[src/rtl/cipher_cfg_pkg.sv]
// Shared definitions for the cipher configuration loader: chain geometry,
// operation codes, controller states and cipher chain field positions.
package cipher_cfg_pkg;

    typedef enum logic [1:0] {
        OP_WRITE  = 2'b00,
        OP_READ   = 2'b01,
        OP_VERIFY = 2'b10,
        OP_NOP    = 2'b11
    } op_t;

    typedef enum logic [1:0] {
        ST_IDLE   = 2'b00,
        ST_SHIFT1 = 2'b01,
        ST_GAP    = 2'b10,
        ST_SHIFT2 = 2'b11
    } state_t;

    // Two LFSRs (taps + state each) plus three single-bit control fields.
    function automatic int chain_len(input int m);
        return 4 * m + 3;
    endfunction

    // Single-bit control fields at the top of the chain.
    function automatic int k_mux_pos(input int m);
        return 4 * m + 2;
    endfunction

    function automatic int a_mux_pos(input int m);
        return 4 * m + 1;
    endfunction

    function automatic int d_en_pos(input int m);
        return 4 * m;
    endfunction

    // LSB positions of the M-bit fields; each field spans [lsb+m-1:lsb].
    function automatic int tx_taps_lsb(input int m);
        return 3 * m;
    endfunction

    function automatic int tx_state_lsb(input int m);
        return 2 * m;
    endfunction

    function automatic int rx_taps_lsb(input int m);
        return m;
    endfunction

    function automatic int rx_state_lsb(input int m);
        return 0;
    endfunction

endpackage

[src/rtl/cipher_cfg_loader_shift_engine.sv]
// One contiguous shift pass over the cipher config chain: drives cfg_en and
// cfg_i, captures the outgoing chain into rd_data, flags the last shift.
module cfg_shift_engine #(
    parameter int LEN = 131
) (
    input  logic           clk,
    input  logic           rst,
    input  logic           kick,
    input  logic           recirc,
    input  logic [LEN-1:0] wr_data,
    input  logic           cfg_o,
    output logic           cfg_en,
    output logic           cfg_i,
    output logic [LEN-1:0] rd_data,
    output logic           pass_done
);
    localparam int CW = $clog2(LEN);

    logic [CW-1:0] bit_cnt;
    logic [CW-1:0] bit_nxt;
    logic          en_q;
    logic          recirc_q;
    logic          data_q;

    assign bit_nxt   = bit_cnt + 1'b1;
    assign pass_done = en_q && (bit_cnt == CW'(LEN - 1));
    assign cfg_en    = en_q;
    // Recirculation is combinational so the chain sees its own output bit in the same shift.
    assign cfg_i     = recirc_q ? cfg_o : data_q;

    // Pass sequencing: start on kick, shift LEN cycles without a gap, then go quiet.
    always_ff @(posedge clk) begin
        if (rst) begin
            en_q     <= 1'b0;
            recirc_q <= 1'b0;
            data_q   <= 1'b0;
            bit_cnt  <= '0;
            rd_data  <= '0;
        end else if (kick) begin
            en_q     <= 1'b1;
            recirc_q <= recirc;
            data_q   <= recirc ? 1'b0 : wr_data[0];
            bit_cnt  <= '0;
        end else if (en_q) begin
            rd_data <= {cfg_o, rd_data[LEN-1:1]};
            if (pass_done) begin
                en_q     <= 1'b0;
                recirc_q <= 1'b0;
                data_q   <= 1'b0;
                bit_cnt  <= '0;
            end else begin
                data_q  <= wr_data[bit_nxt];
                bit_cnt <= bit_nxt;
            end
        end
    end

endmodule

[src/rtl/cipher_cfg_loader.sv]
// Host-side master for the stream cipher config chain: WRITE, READ and
// WRITE-then-READ VERIFY operations, with keystream enables gated while busy.
//
// state     | meaning
// ----------+-----------------------------------------------------------
// ST_IDLE   | waiting for start; done pulse is visible here
// ST_SHIFT1 | first pass (WRITE/VERIFY from image, READ by recirculation)
// ST_GAP    | VERIFY only: GAP idle cycles with cfg_en low
// ST_SHIFT2 | VERIFY only: recirculating read-back pass
module cipher_cfg_loader
    import cipher_cfg_pkg::*;
#(
    parameter int  M         = 32,
    parameter int  GAP       = 2,
    localparam int CHAIN_LEN = chain_len(M)
) (
    input  logic                 clk,
    input  logic                 rst,
    input  logic                 start,
    input  logic [1:0]           op,
    input  logic [CHAIN_LEN-1:0] wr_data,
    output logic                 busy,
    output logic                 done,
    output logic [CHAIN_LEN-1:0] rd_data,
    output logic                 mismatch,
    output logic                 cfg_en,
    output logic                 cfg_i,
    input  logic                 cfg_o,
    input  logic                 tx_en_i,
    input  logic                 rx_en_i,
    output logic                 tx_en_o,
    output logic                 rx_en_o
);
    localparam int GW = (GAP > 1) ? $clog2(GAP) : 1;

    state_t                 state_q;
    state_t                 state_d;
    op_t                    op_q;
    logic [CHAIN_LEN-1:0]   wr_q;
    logic [CHAIN_LEN-1:0]   shift_src;
    logic [GW-1:0]          gap_cnt;
    logic                   accept;
    logic                   kick;
    logic                   recirc;
    logic                   done_d;
    logic                   mm_upd;
    logic                   pass_done;

    assign accept  = (state_q == ST_IDLE) && start && (op != OP_NOP);
    assign tx_en_o = tx_en_i & ~busy;
    assign rx_en_o = rx_en_i & ~busy;

    // State register.
    always_ff @(posedge clk) begin
        if (rst) state_q <= ST_IDLE;
        else     state_q <= state_d;
    end

    // Next-state logic.
    always_comb begin
        state_d = state_q;
        case (state_q)
            ST_IDLE:   if (accept) state_d = ST_SHIFT1;
            ST_SHIFT1: if (pass_done) state_d = (op_q == OP_VERIFY) ? ST_GAP : ST_IDLE;
            ST_GAP:    if (gap_cnt == '0) state_d = ST_SHIFT2;
            ST_SHIFT2: if (pass_done) state_d = ST_IDLE;
            default:   state_d = ST_IDLE;
        endcase
    end

    // Outputs and engine controls decoded from the current state.
    always_comb begin
        busy      = (state_q != ST_IDLE);
        kick      = 1'b0;
        recirc    = 1'b1;
        done_d    = 1'b0;
        mm_upd    = 1'b0;
        shift_src = wr_q;
        case (state_q)
            ST_IDLE: begin
                kick      = accept;
                recirc    = (op == OP_READ);
                shift_src = wr_data;
                done_d    = start && (op == OP_NOP);
            end
            ST_SHIFT1: done_d = pass_done && (op_q != OP_VERIFY);
            ST_GAP:    kick = (gap_cnt == '0);
            ST_SHIFT2: begin
                done_d = pass_done;
                mm_upd = pass_done;
            end
            default: ;
        endcase
    end

    // Operation latches, gap down-counter, done pulse and VERIFY result.
    always_ff @(posedge clk) begin
        if (rst) begin
            op_q     <= OP_NOP;
            wr_q     <= '0;
            gap_cnt  <= '0;
            done     <= 1'b0;
            mismatch <= 1'b0;
        end else begin
            if (accept) begin
                op_q <= op_t'(op);
                wr_q <= wr_data;
            end
            if ((state_q == ST_SHIFT1) && pass_done)
                gap_cnt <= GW'(GAP - 1);
            else if ((state_q == ST_GAP) && (gap_cnt != '0))
                gap_cnt <= gap_cnt - 1'b1;
            done <= done_d;
            // Compare against the image as it will stand after this final capture.
            if (mm_upd)
                mismatch <= ({cfg_o, rd_data[CHAIN_LEN-1:1]} != wr_q);
        end
    end

    cfg_shift_engine #(
        .LEN (CHAIN_LEN)
    ) u_engine (
        .clk       (clk),
        .rst       (rst),
        .kick      (kick),
        .recirc    (recirc),
        .wr_data   (shift_src),
        .cfg_o     (cfg_o),
        .cfg_en    (cfg_en),
        .cfg_i     (cfg_i),
        .rd_data   (rd_data),
        .pass_done (pass_done)
    );

endmodule

[config.mk]
export PLATFORM = sky130hd
export DESIGN_NAME = cipher_cfg_loader
export DESIGN_NICKNAME = d
export VERILOG_FILES = /design/src/rtl/cipher_cfg_pkg.sv /design/src/rtl/cipher_cfg_loader_shift_engine.sv /design/src/rtl/cipher_cfg_loader.sv
export SDC_FILE = /design/constraint.sdc
export NUM_CORES = 1
export LEC_CHECK = 0
export BUFFER_PORTS_ARGS = -buffer_cell sky130_fd_sc_hd__buf_2
export CAP_MARGIN = 40
export CORE_MARGIN = 4
export CORE_UTILIZATION = 35
export DETAILED_ROUTE_END_ITERATION = 7
export HOLD_SLACK_MARGIN = 0.12
export PLACE_DENSITY = 0.6
export SYNTH_ARGS = -nofsm -noshare
export SYNTH_HDL_FRONTEND = slang
export SYNTH_SLANG_ARGS = --single-unit
[constraint.sdc]
create_clock -name clk -period 8.2 [get_ports clk]
set_clock_uncertainty 0.05 [all_clocks]
set_input_delay 1.64 -clock clk [delete_from_list [all_inputs] [get_ports clk]]
set_output_delay 1.64 -clock clk [all_outputs]
set_load 0.03 [all_outputs]
# Word-level counts from Yosys, hierarchy flattened
# Cells that the tools add are included.
# totals
register_bits,280
elab_cells,76
# classes
eq_ne,14
reduce_logical,16
order_cmp,1
bitwise_logic,5
n_mux,27
add_sub_neg,2
# op_table
op,count
two-way mux 131 bit,1
!= test 131 bit,1
two-way mux 1 bit,16
!= test 2 bit (second input constant),6
two-way mux 2 bit,5
< comparator 8 x 9 -> 1 bit (second input constant),1
adder 8 x 1 -> 8 bit (second input constant),1
binary-select mux 1 bit (select 8 bit),1
== test 2 bit (second input constant),4
== test 8 bit (second input constant),1
two-way mux 8 bit,1
case mux 2 bit (4 select lines),1
nonzero test 2 bit,4
logical AND 1 bit,7
== test 2 x 1 -> 1 bit (second input constant),2
AND reduction 2 bit,2
AND reduction 4 bit,1
NOT 1 bit,3
case mux 1 bit (3 select lines),1
bitwise AND 1 bit,2
zero test 2 bit,1
case mux 1 bit (2 select lines),1
OR reduction 2 bit,1
subtractor 1 bit (second input constant),1

# Logic depth before layout (Yosys ltp)
# depth
word_depth,7
mapped_depth,14
ltp_nobuf,9

# Hierarchy
# From an unflattened synthesis, not the netlist that was laid out.
# unflattened
hier_cells,1697
area_unflattened_um2,14087.3
# modules_own_cells
mod,instances,cells_per_inst,area_each_um2,seq_area_each_um2
cipher_cfg_loader,1,931,7820.0,2762.6
cfg_shift_engine,1,766,6267.3,2842.7

# Worst setup path before layout
# No wires, ideal clock.
# synth_path
path_kind,input-to-output
startpoint,input cfg_o
endpoint,output cfg_i
arrival_time_ns,1.972
required_ns,6.510
path_stages,1
path_slack_ns,4.538
cell_sequence,mux2_2
# synth_between
elab_chain_len,1
# synth_rtl
element,line,text
"start, declared",cipher_cfg_loader.sv:28,"input logic cfg_o,"
two-way mux 1 bit,cipher_cfg_loader_shift_engine.sv:29,assign cfg_i = recirc_q ? cfg_o : data_q;
"end, declared",cipher_cfg_loader.sv:27,"output logic cfg_i,"
# No other way between the ends.

# Worst setup path in the final report
# layout_path
startpoint,input op[0]
endpoint,register u_engine.rd_data[19]
# layout_between
elab_chain_len,5
# layout_rtl
element,line,text
"start, declared",cipher_cfg_loader.sv:20,"input logic [1:0] op,"
!= test 2 bit,cipher_cfg_loader.sv:49,assign accept = (state_q == ST_IDLE) && start && (op != OP_NOP);
logical AND 1 bit,cipher_cfg_loader.sv:49,
case mux 1 bit (2 select lines),cipher_cfg_loader.sv:79,case (state_q)
NOT 1 bit (no source line),-,
AND reduction 2 bit (no source line),-,
"end signal, assigned",cipher_cfg_loader_shift_engine.sv:45,"rd_data <= {cfg_o, rd_data[LEN-1:1]};"
"end, declared",cipher_cfg_loader_shift_engine.sv:14,"output logic [LEN-1:0] rd_data,"
# No other way between the ends.
# A chain may end at the register's enable or synchronous reset.

==> results.json <==
{
  "nets": 2097,
  "synth_nets": 1894,
  "ys_warn_count": 0,
  "place_inst": 2441,
  "finalSetupTns_ns": 0,
  "synth-async-reset-ratio_pct": 0,
  "vias": 13664,
  "vias_per_cell": 5.47,
  "gp_congestion": 0.977,
  "p_per_area_nw_per_um2": 209,
  "io_pins": 277,
  "synth_most_common_cell": "nand2_1",
  "detail_route.iter0.violations": 1386,
  "syn_inst": 1753,
  "synthFlopType": "dfxtp_1",
  "htree_levels": 1,
  "io_buffers": 276,
  "finalNonFillerCells": 2500,
  "grt_max_degree": 145,
  "ys_seq_area_share_pct": 40.8,
  "synth_top_area_cell": "dfxtp_1",
  "synth_edf_count": 0,
  "grt_overflow": 0,
  "start_kind": "input pin",
  "antenna_found_initial": 1,
  "hold_viol": 0,
  "outcome": "finished, final reports clean",
  "floorplan.initialDensity_pct": 35.5,
  "path_class": "input pin to register",
  "die_w_um": 206,
  "drc": 0,
  "ant_nets": 0,
  "syn_to_final_growth_pct": 20.9,
  "clkLatencyLatePin_ns": 0.59,
  "cts_sinks": 280,
  "first_pass_iters": 6,
  "arrival_ns": 4.64,
  "synth_commonest_cells": "nand2_1, dfxtp_1, a21oi_1",
  "drt_wl_total_um": 56400,
  "cts_buffer_depth": 3,
  "slew_headroom_pct": 36.0,
  "cts_resized": 0,
  "required_ns": 8.65,
  "grt_pass1_wl_um": 81600,
  "ir_worst_vdd_v": 0.000153,
  "synth_top_area_share_pct": 40.8,
  "post-route-min-period_ns": 4.19,
  "syn_avg_cell_area_um2": 7.84,
  "grt_pass1_vias": 12579,
  "track_usage_pct": 25.3,
  "cp-end-kind": "register",
  "tritoncts": "yes",
  "numCtsBuffers": 31,
  "dieArea_um2": 42500,
  "layout-drive-gt1-share_pct": 19.8,
  "finalMaxSlewViolations": 0,
  "core_um2": 38700,
  "p_total_mw": 3.48,
  "dieHeight_um": 206,
  "cts_setup_buffers": 0,
  "ys_types": 63,
  "tightest_slew_ns": 0.960,
  "row_count": 72,
  "wl_per_cell_um": 22.6,
  "fin_hold_ws_ns": 0.414,
  "cts_root_buf": "clkbuf_16",
  "synth_area_leaders": "dfxtp_1, nand2_1, a21oi_1",
  "clkSlewWorstSetupHoldPaths_ns": 0.06,
  "cp_max_fo": 65,
  "setup_viol": 0,
  "maxCapViolCount": 0,
  "netlist_area_um2": 13700,
  "ys_seq_elements": 280,
  "rsz0062_at_grt": "false",
  "place.detailed.hpwl_um": 40900,
  "fmax_mhz": 239,
  "power.static_leakage_nw": 6.41,
  "hold_class": "register to register",
  "hold_buffers": 0,
  "fin_crit_sh_pct": 51.1
}
worst max-delay path, stage by stage:
cell and delay (ns):
buf_2 0.13, nand2_1 0.11, nand3_4 0.57, o21ai_1 0.53, nand2_1 0.23, nand2_4 0.39
buf_16 0.31, buf_4 0.41, nand2_1 0.11, a21oi_1 0.16
path summary, 6_finish.rpt:
kind,startpoint,end,slack [ns],cells after the start
min,u_engine.rd_data[0],u_engine.rd_data[0],0.41,2
max reg2reg,register,u_engine.rd_data[19],4.12,9
min reg2reg,u_engine.rd_data[0],u_engine.rd_data[0],0.41,2
max,op[0],u_engine.rd_data[19],4.01,10
power breakdown:
group / total [mW] / switching, mW / internal (mW)
clock network: 1.52 / 0.605 / 0.912
logic: 0.519 / 0.343 / 0.176
registers: 1.44 / 0.0409 / 1.40
total: 3.48 / 0.988 / 2.49
layout by cell type, fill, tap and decap left out, types with 24 or more instances in the layout:
cell,synthesis,routed
dfxtp_1,280,280
nand2_1,578,577
mux2i_1,24,24
o21ai_0,27,27
buf_2,8,275
clkbuf_16,0,31
mux4_2,29,29
xnor2_1,98,98
a21oi_1,273,271
nand4_1,31,31
xor2_1,46,46
nor2_1,29,29
kinds of logic (layout without fill, tap and decap cells):
kind of cell               Yosys count  after routing  share of synthesized area, %
AOI/OAI and AO/OA                  398            398                          16.6
xor gates and xnor gates           144            144                          9.18
adders and majority gates            2              2                         0.182
buffers and inverters              151            379                          4.38
DFF                                280            280                          40.8
muxes                               59             59                          6.99
other                                0              1                             0
and+or+nand+nor                    719            719                          21.8
layer usage:
layer  vias to the layer above  global-route usage (%)  part of all wire, %
met5                         -                       0                    0
met4                         0                    7.70                  3.1
met3                        88                    3.95                  8.9
met2                       647                    39.7                   45
met1                      6544                    36.1                   43
li1                       6385                       -                    -
stage by stage:
stage               cell area (µm²)  util (%)  setup slack (ns)
detailed placement            15500      40.1              3.45
global route                  16600      42.9              3.76
floorplan                     13700         -              4.54
CTS                           16600      42.9              4.02
global placement              15500      39.9              3.26
finish                        16600      42.9              4.01
flip-flops by register name, indices dropped and copies added, names as in the netlist, named ones only:
name	cells
u_engine.data_q	1
gap_cnt	1
op_q	2
wr_q	131
u_engine.cfg_en	1
state_q	1
u_engine.bit_cnt	8
mismatch	1
u_engine.rd_data	131
done	1
u_engine.recirc_q	1
layout make-up:
class	count	area (µm²)
Clock inverter	15	236
Tap cell	518	648
Antenna cell	1	2.50
Inverter	24	92.6
Timing Repair Buffer	297	1600
Clock buffer	43	851
Multi-Input combinational cell	1322	7580
Fill cell	3936	22100
Sequential cell	280	5610
Power figures use the tool's default switching activity.
